`src/rtl/rdc_ctrl.sv`:
```
// rdc_ctrl: sequencing controller for the Request Duration Counter.
// Owns the per-event weight registers, drives the RDC enable and its
// synchronous active-low reset, and turns an RDC interrupt into a scanned,
// acknowledged offence report for software.
//
// Handshake: start_i, stop_i and ack_i are single-cycle pulses sampled on
// the rising clock edge; they only act in the states listed below and are
// otherwise ignored. cfg_we_i is likewise a one-cycle strobe sampled on the
// edge; a write is accepted only in IDLE with an in-range index.
module rdc_ctrl #(
  parameter  int WEIGHTS_WIDTH  = 8,
  parameter  int N_CORES        = 4,
  parameter  int CORE_EVENTS    = 2,
  parameter  int TRIP_CNT_WIDTH = 16,
  localparam int N_COUNTERS     = N_CORES * CORE_EVENTS,
  localparam int IDX_W          = $clog2(N_COUNTERS)
) (
  input  logic                                clk_i,
  input  logic                                rst_i,
  input  logic                                cfg_we_i,
  input  logic [IDX_W-1:0]                    cfg_idx_i,
  input  logic [WEIGHTS_WIDTH-1:0]            cfg_weight_i,
  input  logic                                start_i,
  input  logic                                stop_i,
  input  logic                                ack_i,
  input  logic                                auto_rearm_i,
  input  logic                                rdc_irq_i,
  input  logic [N_COUNTERS-1:0]               rdc_vector_i,
  output logic                                rdc_enable_o,
  output logic                                rdc_rstn_o,
  output logic [N_COUNTERS*WEIGHTS_WIDTH-1:0] rdc_weights_o,
  output logic                                irq_o,
  output logic                                offender_valid_o,
  output logic [IDX_W-1:0]                    offender_idx_o,
  output logic [N_COUNTERS-1:0]               trip_vec_o,
  output logic [TRIP_CNT_WIDTH-1:0]           trip_count_o,
  output logic                                cfg_err_o,
  output logic [2:0]                          state_o
);

  typedef enum logic [2:0] {
    S_IDLE   = 3'd0,
    S_CLR    = 3'd1,
    S_ARMED  = 3'd2,
    S_SCAN   = 3'd3,
    S_REPORT = 3'd4
  } state_e;

  localparam logic [IDX_W:0]   N_CNT    = (IDX_W+1)'(N_COUNTERS);
  localparam logic [IDX_W-1:0] LAST_IDX = IDX_W'(N_COUNTERS - 1);

  state_e                    state_q, state_d;
  logic                      rearm_q, rearm_d;   // CLR exits to ARMED when set
  logic                      capture;
  logic [IDX_W-1:0]          scan_q;
  logic                      scan_hit;
  logic                      in_range, wr_ok, wr_bad;
  logic [WEIGHTS_WIDTH-1:0]  weight_q [N_COUNTERS];

  assign state_o   = state_q;
  assign in_range  = ({1'b0, cfg_idx_i} < N_CNT);
  assign wr_ok     = cfg_we_i && (state_q == S_IDLE) && in_range;
  assign wr_bad    = cfg_we_i && !((state_q == S_IDLE) && in_range);
  // First set bit of the captured vector, only the first one counts.
  assign scan_hit  = (state_q == S_SCAN) && trip_vec_o[scan_q] && !offender_valid_o;

  // Next-state logic and CLR exit selection.
  always_comb begin
    state_d = state_q;
    rearm_d = rearm_q;
    capture = 1'b0;
    case (state_q)
      S_IDLE: begin
        if (start_i) begin
          state_d = S_CLR;
          rearm_d = 1'b1;
        end
      end
      S_CLR:   state_d = rearm_q ? S_ARMED : S_IDLE;
      S_ARMED: begin
        if (rdc_irq_i) begin
          state_d = S_SCAN;
          capture = 1'b1;
        end else if (stop_i) begin
          state_d = S_IDLE;
        end
      end
      S_SCAN: begin
        if (scan_q == LAST_IDX) state_d = S_REPORT;
      end
      S_REPORT: begin
        if (stop_i) begin
          state_d = S_CLR;
          rearm_d = 1'b0;
        end else if (ack_i) begin
          state_d = S_CLR;
          rearm_d = auto_rearm_i;
        end
      end
      default: state_d = S_IDLE;
    endcase
  end

  // State register and scan position.
  always_ff @(posedge clk_i or posedge rst_i) begin
    if (rst_i) begin
      state_q <= S_IDLE;
      rearm_q <= 1'b0;
      scan_q  <= '0;
    end else begin
      state_q <= state_d;
      rearm_q <= rearm_d;
      if (capture)               scan_q <= '0;
      else if (state_q == S_SCAN) scan_q <= scan_q + IDX_W'(1);
    end
  end

  // RDC control outputs, registered from the next state.
  always_ff @(posedge clk_i or posedge rst_i) begin
    if (rst_i) begin
      rdc_enable_o <= 1'b0;
      rdc_rstn_o   <= 1'b0;
      irq_o        <= 1'b0;
    end else begin
      rdc_enable_o <= (state_d == S_ARMED);
      rdc_rstn_o   <= (state_d != S_CLR);
      irq_o        <= (state_d == S_REPORT);
    end
  end

  // Capture, trip counting and offender search results.
  always_ff @(posedge clk_i or posedge rst_i) begin
    if (rst_i) begin
      trip_vec_o       <= '0;
      trip_count_o     <= '0;
      offender_valid_o <= 1'b0;
      offender_idx_o   <= '0;
    end else begin
      if (capture) begin
        trip_vec_o       <= rdc_vector_i;
        offender_valid_o <= 1'b0;
        offender_idx_o   <= '0;
        if (trip_count_o != {TRIP_CNT_WIDTH{1'b1}})
          trip_count_o <= trip_count_o + TRIP_CNT_WIDTH'(1);
      end else if (state_d == S_CLR) begin
        offender_valid_o <= 1'b0;
      end else if (scan_hit) begin
        offender_valid_o <= 1'b1;
        offender_idx_o   <= scan_q;
      end
    end
  end

  // Weight registers and the sticky configuration error flag.
  always_ff @(posedge clk_i or posedge rst_i) begin
    if (rst_i) begin
      for (int k = 0; k < N_COUNTERS; k++) weight_q[k] <= '1;
      cfg_err_o <= 1'b0;
    end else begin
      if (wr_ok) weight_q[cfg_idx_i] <= cfg_weight_i;
      if ((state_q == S_IDLE) && start_i) cfg_err_o <= 1'b0;
      if (wr_bad) cfg_err_o <= 1'b1;
    end
  end

  // Flatten the weight array onto the RDC bus.
  always_comb begin
    rdc_weights_o = '0;
    for (int k = 0; k < N_COUNTERS; k++)
      rdc_weights_o[k*WEIGHTS_WIDTH +: WEIGHTS_WIDTH] = weight_q[k];
  end

endmodule
```
`config.mk`:
```
export PLATFORM = sky130hd
export DESIGN_NAME = rdc_ctrl
export DESIGN_NICKNAME = d
export VERILOG_FILES = /design/src/rtl/rdc_ctrl.sv
export SDC_FILE = /design/constraint.sdc
export NUM_CORES = 1
export LEC_CHECK = 0
export ABC_AREA = 1
export CORE_ASPECT_RATIO = 0.6
export CORE_MARGIN = 2
export CORE_UTILIZATION = 40
export CTS_BUF_LIST = sky130_fd_sc_hd__clkbuf_8
export DETAILED_ROUTE_END_ITERATION = 7
export HOLD_SLACK_MARGIN = 0.02
export PLACE_DENSITY = 0.64
export SYNTH_ARGS = -nofsm -noshare
export SYNTH_HDL_FRONTEND = slang
export SYNTH_SLANG_ARGS = --single-unit
```
`constraint.sdc`:
```
create_clock -name clk_i -period 4.17 [get_ports clk_i]
set_input_delay 0.834 -clock clk_i [delete_from_list [all_inputs] [get_ports clk_i]]
set_output_delay 0.834 -clock clk_i [all_outputs]
set_load 0.05 [all_outputs]
```
Word level (Yosys, flattened, before mapping)
Cells that the tools add are included.
{"block": "word_totals", "regBits": 103, "wordCells": 84, "latch_bits": 0, "ramBits": 0, "mem_bits_ro": 0, "n_memories": 0, "input_bits": 27}
{"block": "classes", "reduce_logical": 17, "n_mul": 0, "mux": 29, "eq_ne": 13, "n_addsub": 2, "n_bitwise": 1, "div": 0, "shifts": 0, "order_cmp": 3}
{"op": "bitwise mux 64 bit", "count": 1}
{"op": "2-to-1 mux 3 bit", "count": 11}
{"op": "demux 8 bit (select 3 bit)", "count": 1}
{"op": "adder 16 x 1 -> 16 bit (second input constant)", "count": 1}
{"op": "!= test 16 bit (second input constant)", "count": 1}
{"op": "one-hot mux 3 bit (5 select lines)", "count": 1}
{"op": "2-to-1 mux 1 bit", "count": 11}
{"op": "== test 3 x 2 -> 1 bit (second input constant)", "count": 3}
{"op": "== test 3 bit (second input constant)", "count": 3}
{"op": "2-to-1 mux 8 bit", "count": 1}
{"op": "nonzero test 2 bit", "count": 4}
{"op": "== test 3 x 1 -> 1 bit (second input constant)", "count": 2}
{"op": "logical AND 1 bit", "count": 6}
{"op": ">= comparator 4 bit (second input constant)", "count": 1}
{"op": "less-than comparator 3 x 4 -> 1 bit (second input constant)", "count": 1}
{"op": "less-than comparator 4 x 1 -> 1 bit (second input constant)", "count": 1}
{"op": "!= test 2 bit (second input constant)", "count": 2}
{"op": "NOT 3 -> 4 bit", "count": 1}
{"op": "AND reduction 2 bit", "count": 2}
{"op": "adder 3 x 1 -> 3 bit (second input constant)", "count": 1}
{"op": "binary-select mux 1 bit (select 3 bit)", "count": 1}
{"op": "zero test 3 bit", "count": 1}
{"op": "!= test 3 x 1 -> 1 bit (second input constant)", "count": 1}
{"op": "!= test 3 bit (second input constant)", "count": 1}
{"op": "5 further kinds", "count": 6}

Longest topological paths before layout
Gate-level depths: netlist of the first run.
{"block": "logic_depth", "depth_word": 7, "ltp_mapped": 9, "mapped_depth_nobuf": 9}

Worst setup path after synthesis of the first run
Ideal clock, no wire load.
{"block": "synth_timing", "path_kind": "register -> register", "start": "register trip_count_o[0]", "end": "register trip_count_o[12]", "synth_period_minus_slack_ns": 1.937, "path_stages_with_launch": 9, "n_path_buf": 1, "path_slack_ns": 2.233, "setup_time_ns": 0.146, "t_arrival_ns": 1.791, "path_cell_list": "dfrtp_1 -> ha_1 -> inv_1 -> nor2_1 -> nand4_1 -> nand2_1 -> buf_2 -> nor2_1 -> xor2_1"}
{"block": "synth_via", "elab_chain_len": 2, "word_cells_on_any_way": 3, "cone_classes": "add/sub: 1; eq/ne: 1; reduce/logical: 1"}
{"item": "start: declaration", "line": "36", "source": "output logic [TRIP_CNT_WIDTH-1:0] trip_count_o,"}
{"item": "start signal: assignment", "line": "144", "source": "trip_count_o <= trip_count_o + TRIP_CNT_WIDTH'(1);"}
{"item": "parallel branches: the longest is 2 deep, another holds adder 16 x 1 -> 16 bit"}
Several ways; the timed one is not identified.
A chain may end at the register's enable or synchronous reset.

Final worst setup path of the first run
{"block": "layout_timing", "start": "register weight_q (netlist bit rdc_weights_o[2])", "end": "output rdc_weights_o[2]"}
{"item": "start: declaration", "line": "58", "source": "logic [WEIGHTS_WIDTH-1:0] weight_q [N_COUNTERS];"}
{"item": "start signal: indexed assignment", "line": "160", "source": "if (wr_ok) weight_q[cfg_idx_i] <= cfg_weight_i;"}
{"item": "end: declaration", "line": "31", "source": "output logic [N_COUNTERS*WEIGHTS_WIDTH-1:0] rdc_weights_o,"}
No word-level cell between the ends.

==> results of run 1 <==
[metal layers]
layer	GRT usage (%)	up-vias	routed length, um
met5	0	-	0
met4	5.384	0	162
met3	4.762	14	595
met2	28.00	89	4883
met1	27.70	1751	5989
li1	-	1890	-
[placed cells by master (no fill, tap or decap), types with 2 or more instances in the layout]
| master | Yosys | layout |
|---|---|---|
| o21ai_2 | 6 | 6 |
| dfrtp_1 | 39 | 39 |
| clkbuf_8 | 0 | 10 |
| o21ai_0 | 63 | 63 |
| dfstp_2 | 64 | 64 |
| inv_2 | 2 | 2 |
| inv_4 | 1 | 4 |
| nor4_4 | 7 | 7 |
| inv_6 | 0 | 2 |
| nand4_1 | 8 | 8 |
| clkdlybuf4s50_1 | 0 | 125 |
| buf_4 | 1 | 2 |
| o21ai_1 | 14 | 14 |
| nand3_1 | 18 | 18 |
| nand2_1 | 142 | 142 |
| nor2_1 | 24 | 24 |
| o41ai_1 | 2 | 2 |
| xnor2_1 | 6 | 6 |
| nand3b_1 | 3 | 3 |
| nor3_1 | 4 | 4 |
| ha_1 | 3 | 3 |
| inv_1 | 96 | 95 |
| xor2_1 | 5 | 5 |
[kinds of logic after synthesis]
logic type	count (synthesis)	share of synthesized area (%)
AOI/OAI and AO/OA	89	10.15
and+or+nand+nor	209	20.64
adders and majority gates	3	0.7889
buffers and inverters	120	10.54
DFF	103	55.85
xor gates and xnor gates	11	2.025
[metrics by stage]
stage | util [%] | std cells | area, um^2 | power (uW)
2_1_floorplan | - | 535 | 4758 | 4129
4_1_cts | 54.91 | 817 | 6286 | 5827
3_5_place_dp | 53.28 | 801 | 6100 | 5190
6_report | 54.91 | 817 | 6286 | 5772
3_3_place_gp | 53.28 | 801 | 6100 | 5148
5_1_grt | 54.91 | 817 | 6286 | 6091
[final cells by class]
class | instances | area (um^2)
inverter | 99 | 376.6
clock inverter | 6 | 48.80
timing repair buffer | 127 | 1266
clock buffer | 10 | 137.6
sequential | 103 | 2658
multi-input combinational | 312 | 1599
tap | 160 | 200.2
fill | 1060 | 5162
[power by group through the flow]
stage	Sequential (uW)	Clock, uW	Combinational, uW
floorplan	3480	0	650
detailed placement	1970	0	3220
global route	2020	675	3400
CTS	1960	636	3230
finish	1960	612	3200
global placement	1960	0	3180
[worst paths after layout]
kind                                                from                             to  slack, ns  cells after the start
setup / recovery            rdc_weights_o[2]$_DFFE_PP1P_               rdc_weights_o[2]       1.60                      1
max in group asynchronous                          rst_i  rdc_weights_o[55]$_DFFE_PP1P_       2.18                      3
hold / removal             rdc_weights_o[29]$_DFFE_PP1P_  rdc_weights_o[29]$_DFFE_PP1P_       0.48                      2
setup reg to reg             trip_count_o[0]$_DFFE_PP0P_    trip_count_o[7]$_DFFE_PP0P_       1.94                      8
hold reg to reg            rdc_weights_o[29]$_DFFE_PP1P_  rdc_weights_o[29]$_DFFE_PP1P_       0.48                      2
min in group asynchronous                          rst_i    trip_count_o[6]$_DFFE_PP0P_       1.03                      2
[state kept, by name, summed over array words and instances (netlist names)]
signal and count:
scan_q 3, rdc_rstn_o 1, rdc_enable_o 1, offender_idx_o 3, trip_vec_o 8, rearm_q 1, trip_count_o 16, cfg_err_o 1
irq_o 1, rdc_weights_o 64, offender_valid_o 1, state_o 3
==> impl_results.md, run 1 <==
* Status: completed
* Vias in the first global route at around 3600
* Cells along the critical path: clkdlybuf4s50_1
* Starting Density at roughly 42%
* Lkg Pwr at 0.002741 uW
* Ratio of cells with drive above 1 in the final layout at between 10% and 20%
* CTS tree: yes
* Post-CTS sizing at 0
* Total CTS buffers at 9
* Internal cell power at roughly 2900 uW
* CP required at between 3 and 4 ns
* Die area at 12810 um^2
* Sequential Power Share at 33.9%
* Fin Hold WS at ~0.48 ns
* Via count at approximately 3700
* Largest net degree at the start of global routing at 83
* Post-DR wirelength/cell at around 14 um
* Slew Limit Fails at 0
* Max incr delay on CP at ~0.80 ns
* Placement Rows at 30
* Mapped Cells at 535
* Mapped Area at roughly 4800 um^2
* DP HPWL at roughly 8.4 mm
* Syn nets at 565
* Clock root buffer master: clkbuf_8
* Final hold vios at 0
* Worst slew pin tran at around 1 ns
* Top-count cell post-synth: nand2_1
* Clock sink count at 103
* Final min period at ~2.6 ns
* CP Capture Type: output pin
* Final setup margin at 1.600 ns
* Sw frac at approximately half
* Top cells by count, synth: 142 x nand2_1, 96 x inv_1, 64 x dfstp_2
* Core footprint at between 10000 and 15000 um^2
* Delay-heaviest family, CP: buffers and inverters
* Post-synth top area share at 35.34%
* Port bufs at 125
* Max Clock Skew at 0.008690 ns
* Max Fclk at around 400 MHz
* WP buf/inv at 1
* Setup CP Type: flip-flop to output pin
* Max H-tree Level at 3
* I/O pin total at between 100 and 150
* Hold Crit Class: flip-flop to flip-flop
* CTS Hold Buffers Added at 0
* Leading area contributor after synthesis: dfstp_2
* Final period util at between 60% and 70%
* PwrDens at 918.3 nW/um^2
* Syn_area_per_cell at roughly 8.9 um^2
* Total Routing Usage GR at 18.93%
* Final WL at between 10 and 15 mm
* Clk_lat worst skew at roughly 0.36 ns
* Final setup TNS at 0 ns
* Slew headroom at 33.61%
* DRC at 0
* Post-CTS Setup Bufs at 0
* Clock share of power at a little over a tenth
* Setup violations, final at 0
* Crit-path max FO at 2
* Total global routing overflow at 0
* Logic pwr share at approximately 56%
* Initial antenna violation count at 0
* Diodes inserted at 0
* Final nets at 682
* Async set or reset register ratio after synthesis at between 90% and 100%
* Synth top area cells: dfstp_2 35%, dfrtp_1 21%, nand2_1 11%
* Sequential share of the synthesized area at between 50% and 60%
* Setup WS pre-CTS at ~1.3 ns
* Crit-path slowest cell: clkdlybuf4s50_1
* Crit path DAT at 1.74 ns
* DR vias/cell at between 4 and 5
* Synth Register Bits at ~100
* Warnings, synthesis at 0
* First-pass GRT wire length at 18.51 mm
* Iter 0 DRT Violations at approximately 190
* Critical path launch point type: flip-flop
* EDFF count, synth at 0
* Chip Width at around 140 um
* Gp weighted congestion at 0.8208
* Psw at 2873 uW
* Maxcap violations at 0
* Drt pass-1 iters at 4
* CTS clk-pin slew, worst paths at ~0.11 ns
* CTS Buffer Depth at 2
* Synth unique cells at 31
* Height of the die at a little under 90 um
* Synth Flop Type: dfstp_2
* VDD IR max at roughly 0.56 mV
* RSZ-0062 raised after global routing: no
* P&R area growth vs syn at 32.11%
* Routed Antenna Nets at 0
No activity file was read; power rests on OpenSTA's default activity.
==> run 2: changes to the inputs <==
==> constraint.sdc (replaced) <==
create_clock -name clk_i -period 2.7 [get_ports clk_i]
set_input_delay 0.54 -clock clk_i [delete_from_list [all_inputs] [get_ports clk_i]]
set_output_delay 0.54 -clock clk_i [all_outputs]
set_load 0.05 [all_outputs]
==> impl_results.md, run 2 (synthesis results as in run 1) <==
* CTS tree: yes
* Placement Rows at 30
* Ratio of cells with drive above 1 in the final layout at ~17%
* First-pass GRT wire length at ~19 mm
* Status: completed
* Final setup margin at ~0.42 ns
* Post-DR wirelength/cell at about 14 um
* Diodes inserted at 0
* Chip Width at 144.8 um
* Multi-input logic area at approximately 1600 um^2
* Routed Antenna Nets at 0
* Setup violations, final at 0
* Crit path DAT at about 1.7 ns
* Maxcap violations at 0
* Die area at 12810 um^2
* Final min period at 2.280 ns
* Setup WS pre-CTS at ~0.36 ns
* Register Area at around 2700 um^2
* R2r worst-path depth at 7
* PwrDens at about 1400 nW/um^2
* R2r endpoint: rdc_weights_o[56]$_DFFE_PP1P_
* Final hold vios at 0
* P&R area growth vs syn at 34.05%
* Final period util at a little over four fifths
* Max FFs per register at 64
* RSZ-0062 raised after global routing: no
* Final WL at 11.92 mm
* I/O pin total at roughly 130
* Flop2flop setup slack at slightly below 0.8 ns
* Delay-heaviest family, CP: buffers and inverters
* Vias in the first global route at around 3700
* VDD IR max at 0.6740 mV
* Max Clock Skew at 0.01047 ns
* Fin Hold WS at 0.4792 ns
* Post-CTS sizing at 0
* DP HPWL at 8.656 mm
* Slew Limit Fails at 0
* Hold Crit Class: flip-flop to flip-flop
* Most frequent cells in the layout: 142 x nand2_1, 125 x clkdlybuf4s50_1, 96 x inv_1
* Final setup TNS at 0 ns
* Hold Crit Endpoint: rdc_weights_o[29]$_DFFE_PP1P_
* FF-to-FF Start: state_o[0]$_DFF_PP0_
* CTS clk-pin slew, worst paths at ~0.1 ns
* Total design power at around 9000 uW
* Setup CP Type: flip-flop to output pin
* Hold Startpoint: rdc_weights_o[29]$_DFFE_PP1P_
* Initial antenna violation count at 0
* Drt pass-1 iters at 5
* Total global routing overflow at 0
* Worst slew pin tran at just under 0.6 ns
* Max incr delay on CP at 0.84 ns
* Max Fclk at around 440 MHz
* Final Non-Filler Cells at 827
* Clk_lat worst skew at ~0.36 ns
* Clock sink count at around 100
* Port bufs at 125
* Total CTS buffers at 9
* Cells along the critical path: clkdlybuf4s50_1
* Max H-tree Level at 3
* Crit-path slowest cell: clkdlybuf4s50_1
* Most common cell after layout, fill and taps aside: nand2_1
* Placed cells at roughly 800
* Height of the die at between 80 and 90 um
* Crit-path max FO at 2
* Core footprint at about 11000 um^2
* CP required at approximately 2.2 ns
* Total Routing Usage GR at between 10% and 20%
* Fill cells at 1037
* Clock root buffer master: clkbuf_8
* Starting Density at 41.56%
* Lkg Pwr at between 0.002 and 0.003 uW
* DRC at 0
* Critical path launch point type: flip-flop
* Post-CTS Setup Bufs at 0
* Final nets at 692
* Via count at around 3800
* CTS Hold Buffers Added at 0
* Iter 0 DRT Violations at 210
* Hold depth at 2
* DR vias/cell at roughly 4.6
* CTS Buffer Depth at 2
* CP Capture Type: output pin
* WP buf/inv at 1
* Largest net degree at the start of global routing at roughly 100
* Slew headroom at between 60% and 70%
* Gp weighted congestion at roughly 0.83
## run 2: worst max path at each step
stage | startpoint | endpoint | depth (start not counted)
5_1_grt | rdc_weights_o[19]$_DFFE_PP1P_ | rdc_weights_o[19] | 1
4_1_cts | rdc_weights_o[19]$_DFFE_PP1P_ | rdc_weights_o[19] | 1
3_3_place_gp | cfg_idx_i[0] | rdc_weights_o[59]$_DFFE_PP1P_ | 5
2_1_floorplan | trip_count_o[0]$_DFFE_PP0P_ | trip_count_o[12]$_DFFE_PP0P_ | 8
3_5_place_dp | cfg_idx_i[0] | rdc_weights_o[56]$_DFFE_PP1P_ | 5
6_report | rdc_weights_o[19]$_DFFE_PP1P_ | rdc_weights_o[19] | 1
## run 2: area by class of cell
class | instances | area share, %
inverter | 99 | 5.924
clock buffer | 10 | 2.158
multi-input combinational | 312 | 25.07
clock inverter | 6 | 0.8239
timing repair buffer | 137 | 21.22
sequential | 103 | 41.66
tap | 160 | 3.138
## run 2: report_power, final
part	leakage (uW)	internal [uW]	switching, uW	total, uW
Clock	0.000102	378	560	938
Combinational	0.00152	1550	3450	4990
Sequential	0.00118	2570	445	3010
Total	0.00280	4490	4450	8940
## run 2: metal layers
metal,track usage (%),up-vias,share of wire [%]
met4,4.325,0,0.34
met1,29.15,1811,50
li1,-,1920,-
met3,5.303,2,5.4
met5,0,-,0
met2,28.47,75,45
## run 2: stage by stage
| stage | area (um^2) | utilization (%) |
|---|---|---|
| floorplan | 4762 | - |
| global placement | 6188 | 54.05 |
| detailed placement | 6188 | 54.05 |
| CTS | 6379 | 55.72 |
| global route | 6379 | 55.72 |
| finish | 6379 | 55.72 |
==> run 3: changes to the inputs <==
==> constraint.sdc (replaced) <==
create_clock -name clk_i -period 2.2 [get_ports clk_i]
set_input_delay 0.44 -clock clk_i [delete_from_list [all_inputs] [get_ports clk_i]]
set_output_delay 0.44 -clock clk_i [all_outputs]
set_load 0.05 [all_outputs]
==> impl_results.md, run 3 (synthesis results as in run 1) <==
* Drt pass-1 iters at 4
* Setup CP Type: flip-flop to output pin
* Final WL at approximately 12 mm
* P&R area growth vs syn at 37.29%
* Slew headroom at a little over three fifths
* R2r worst-path depth at 7
* Initial antenna violation count at 0
* PwrDens at roughly 1700 nW/um^2
* Delay-heaviest family, CP: buffers and inverters
* Crit-path slowest cell: clkdlybuf4s50_1
* CTS clk-pin slew, worst paths at ~0.11 ns
* Core footprint at 11450 um^2
* Crit path DAT at ~1.7 ns
* FF-to-FF Start: state_o[2]$_DFF_PP0_
* DRC at 0
* Clock sink count at 103
* R2r endpoint: trip_count_o[15]$_DFFE_PP0P_
* CTS tree: yes
* I/O pin total at ~130
* Most common cell after layout, fill and taps aside: nand2_1
* Post-CTS Setup Bufs at 0
* Via count at ~3800
* Routed Antenna Nets at 0
* CTS Buffer Depth at 2
* Max Clock Skew at between 0.01 and 0.015 ns
* DR vias/cell at roughly 4.6
* Setup WS pre-CTS at ~0.24 ns
* Hold depth at 2
* Largest net degree at the start of global routing at 66
* Lkg Pwr at between 0.003 and 0.004 uW
* CP Capture Type: output pin
* Hold Startpoint: rdc_weights_o[57]$_DFFE_PP1P_
* Crit-path max FO at 2
* Cells along the critical path: clkdlybuf4s50_1
* CTS Hold Buffers Added at 0
* Post-DR wirelength/cell at between 10 and 15 um
* Critical path launch point type: flip-flop
* Fin Hold WS at 0.4759 ns
* WP buf/inv at 1
* Hold Crit Class: flip-flop to flip-flop
* Vias in the first global route at approximately 3800
* Iter 0 DRT Violations at 246
* Final min period at 2.151 ns
* Hold Crit Endpoint: rdc_weights_o[57]$_DFFE_PP1P_
* Maxcap violations at 0
* First-pass GRT wire length at slightly below 20 mm
* Max H-tree Level at 3
* Gp weighted congestion at 0.8625
* VDD IR max at between 0.8 and 0.9 mV
* Final hold vios at 0
* Worst slew pin tran at 0.5588 ns
* CP required at 1.76 ns
* Height of the die at ~88 um
* DP HPWL at 8.828 mm
* Multi-input logic area at between 1500 and 2000 um^2
* Clk_lat worst skew at approximately 0.36 ns
* Total Routing Usage GR at between 10% and 20%
* Post-DP Area at roughly 6200 um^2
* Register Area at about 2700 um^2
* Total global routing overflow at 0
* Final period util at between 90 and 100%
* Setup violations, final at 0
* Diodes inserted at 0
* Placement Rows at 30
* Die area at about 13000 um^2
* Max FFs per register at between 60 and 70
* Ratio of cells with drive above 1 in the final layout at between 15 and 20%
* Slew Limit Fails at 0
* Cell area after layout at approximately 6500 um^2
* Fill cells at just over 1000
* Starting Density at about two fifths
* Total CTS buffers at 9
* Max Fclk at ~460 MHz
* Most frequent cells in the layout: 142 x nand2_1, 95 x inv_1, 78 x clkdlybuf4s50_1
* Flop2flop setup slack at 0.39 ns
* Chip Width at around 140 um
* Final setup margin at approximately 0.049 ns
* WP depth at 1
* Port bufs at ~130
* Status: completed
* Max incr delay on CP at about 0.80 ns
* Clock root buffer master: clkbuf_8
* Final nets at 698
[run 3: final cells by class]
| class | count | area share, % |
|---|---|---|
| Clock inverter | 5 | 0.7470 |
| Clock buffer | 11 | 2.318 |
| Tap cell | 160 | 3.065 |
| Sequential cell | 103 | 40.68 |
| Timing Repair Buffer | 143 | 22.93 |
| Inverter | 99 | 5.784 |
| Multi-Input combinational cell | 312 | 24.48 |
[run 3: metal layers]
metal	GRT usage (%)	vias up	wire length, um
met5	0	-	0
met4	3.883	0	63
met3	4.004	5	526
met2	29.20	81	5375
met1	29.84	1829	6203
li1	-	1926	-
[run 3: worst max-delay path by stage]
stage / startpoint / to / slack, ns
final: rdc_weights_o[34]$_DFFE_PP1P_ / rdc_weights_o[34] / 0.05
after detailed placement: cfg_idx_i[1] / rdc_weights_o[51]$_DFFE_PP1P_ / 0.24
after CTS: rdc_weights_o[0]$_DFFE_PP1P_ / rdc_weights_o[0] / 0.005
after global routing: rdc_weights_o[48]$_DFFE_PP1P_ / rdc_weights_o[48] / -0.002
after global placement: cfg_idx_i[1] / rdc_weights_o[16]$_DFFE_PP1P_ / 0.29
after floorplan: trip_count_o[0]$_DFFE_PP0P_ / trip_count_o[12]$_DFFE_PP0P_ / 0.26
[run 3: report_power, final]
part           total [uW]  internal (uW)  switching, uW
clock                1200            499            700
combinational        6090           1860           4230
sequential           3710           3150            555
[run 3: stage by stage]
stage | total power [uW] | utilization [%] | setup TNS [ns] | instances
after floorplan | 7828 | - | 0 | 535
after global placement | 9806 | 54.38 | 0 | 817
after detailed placement | 9893 | 54.38 | 0 | 817
after CTS | 11120 | 56.12 | 0 | 833
after global routing | 11570 | 57.06 | -0.001513 | 833
final | 10990 | 57.06 | 0 | 833
[run 3: timing repair]
| item | CTS | global route |
|---|---|---|
| pin swaps | 0 | 0 |
| gates resized for setup | 1 | 43 |
| setup endpoints to repair | 1 | 43 |
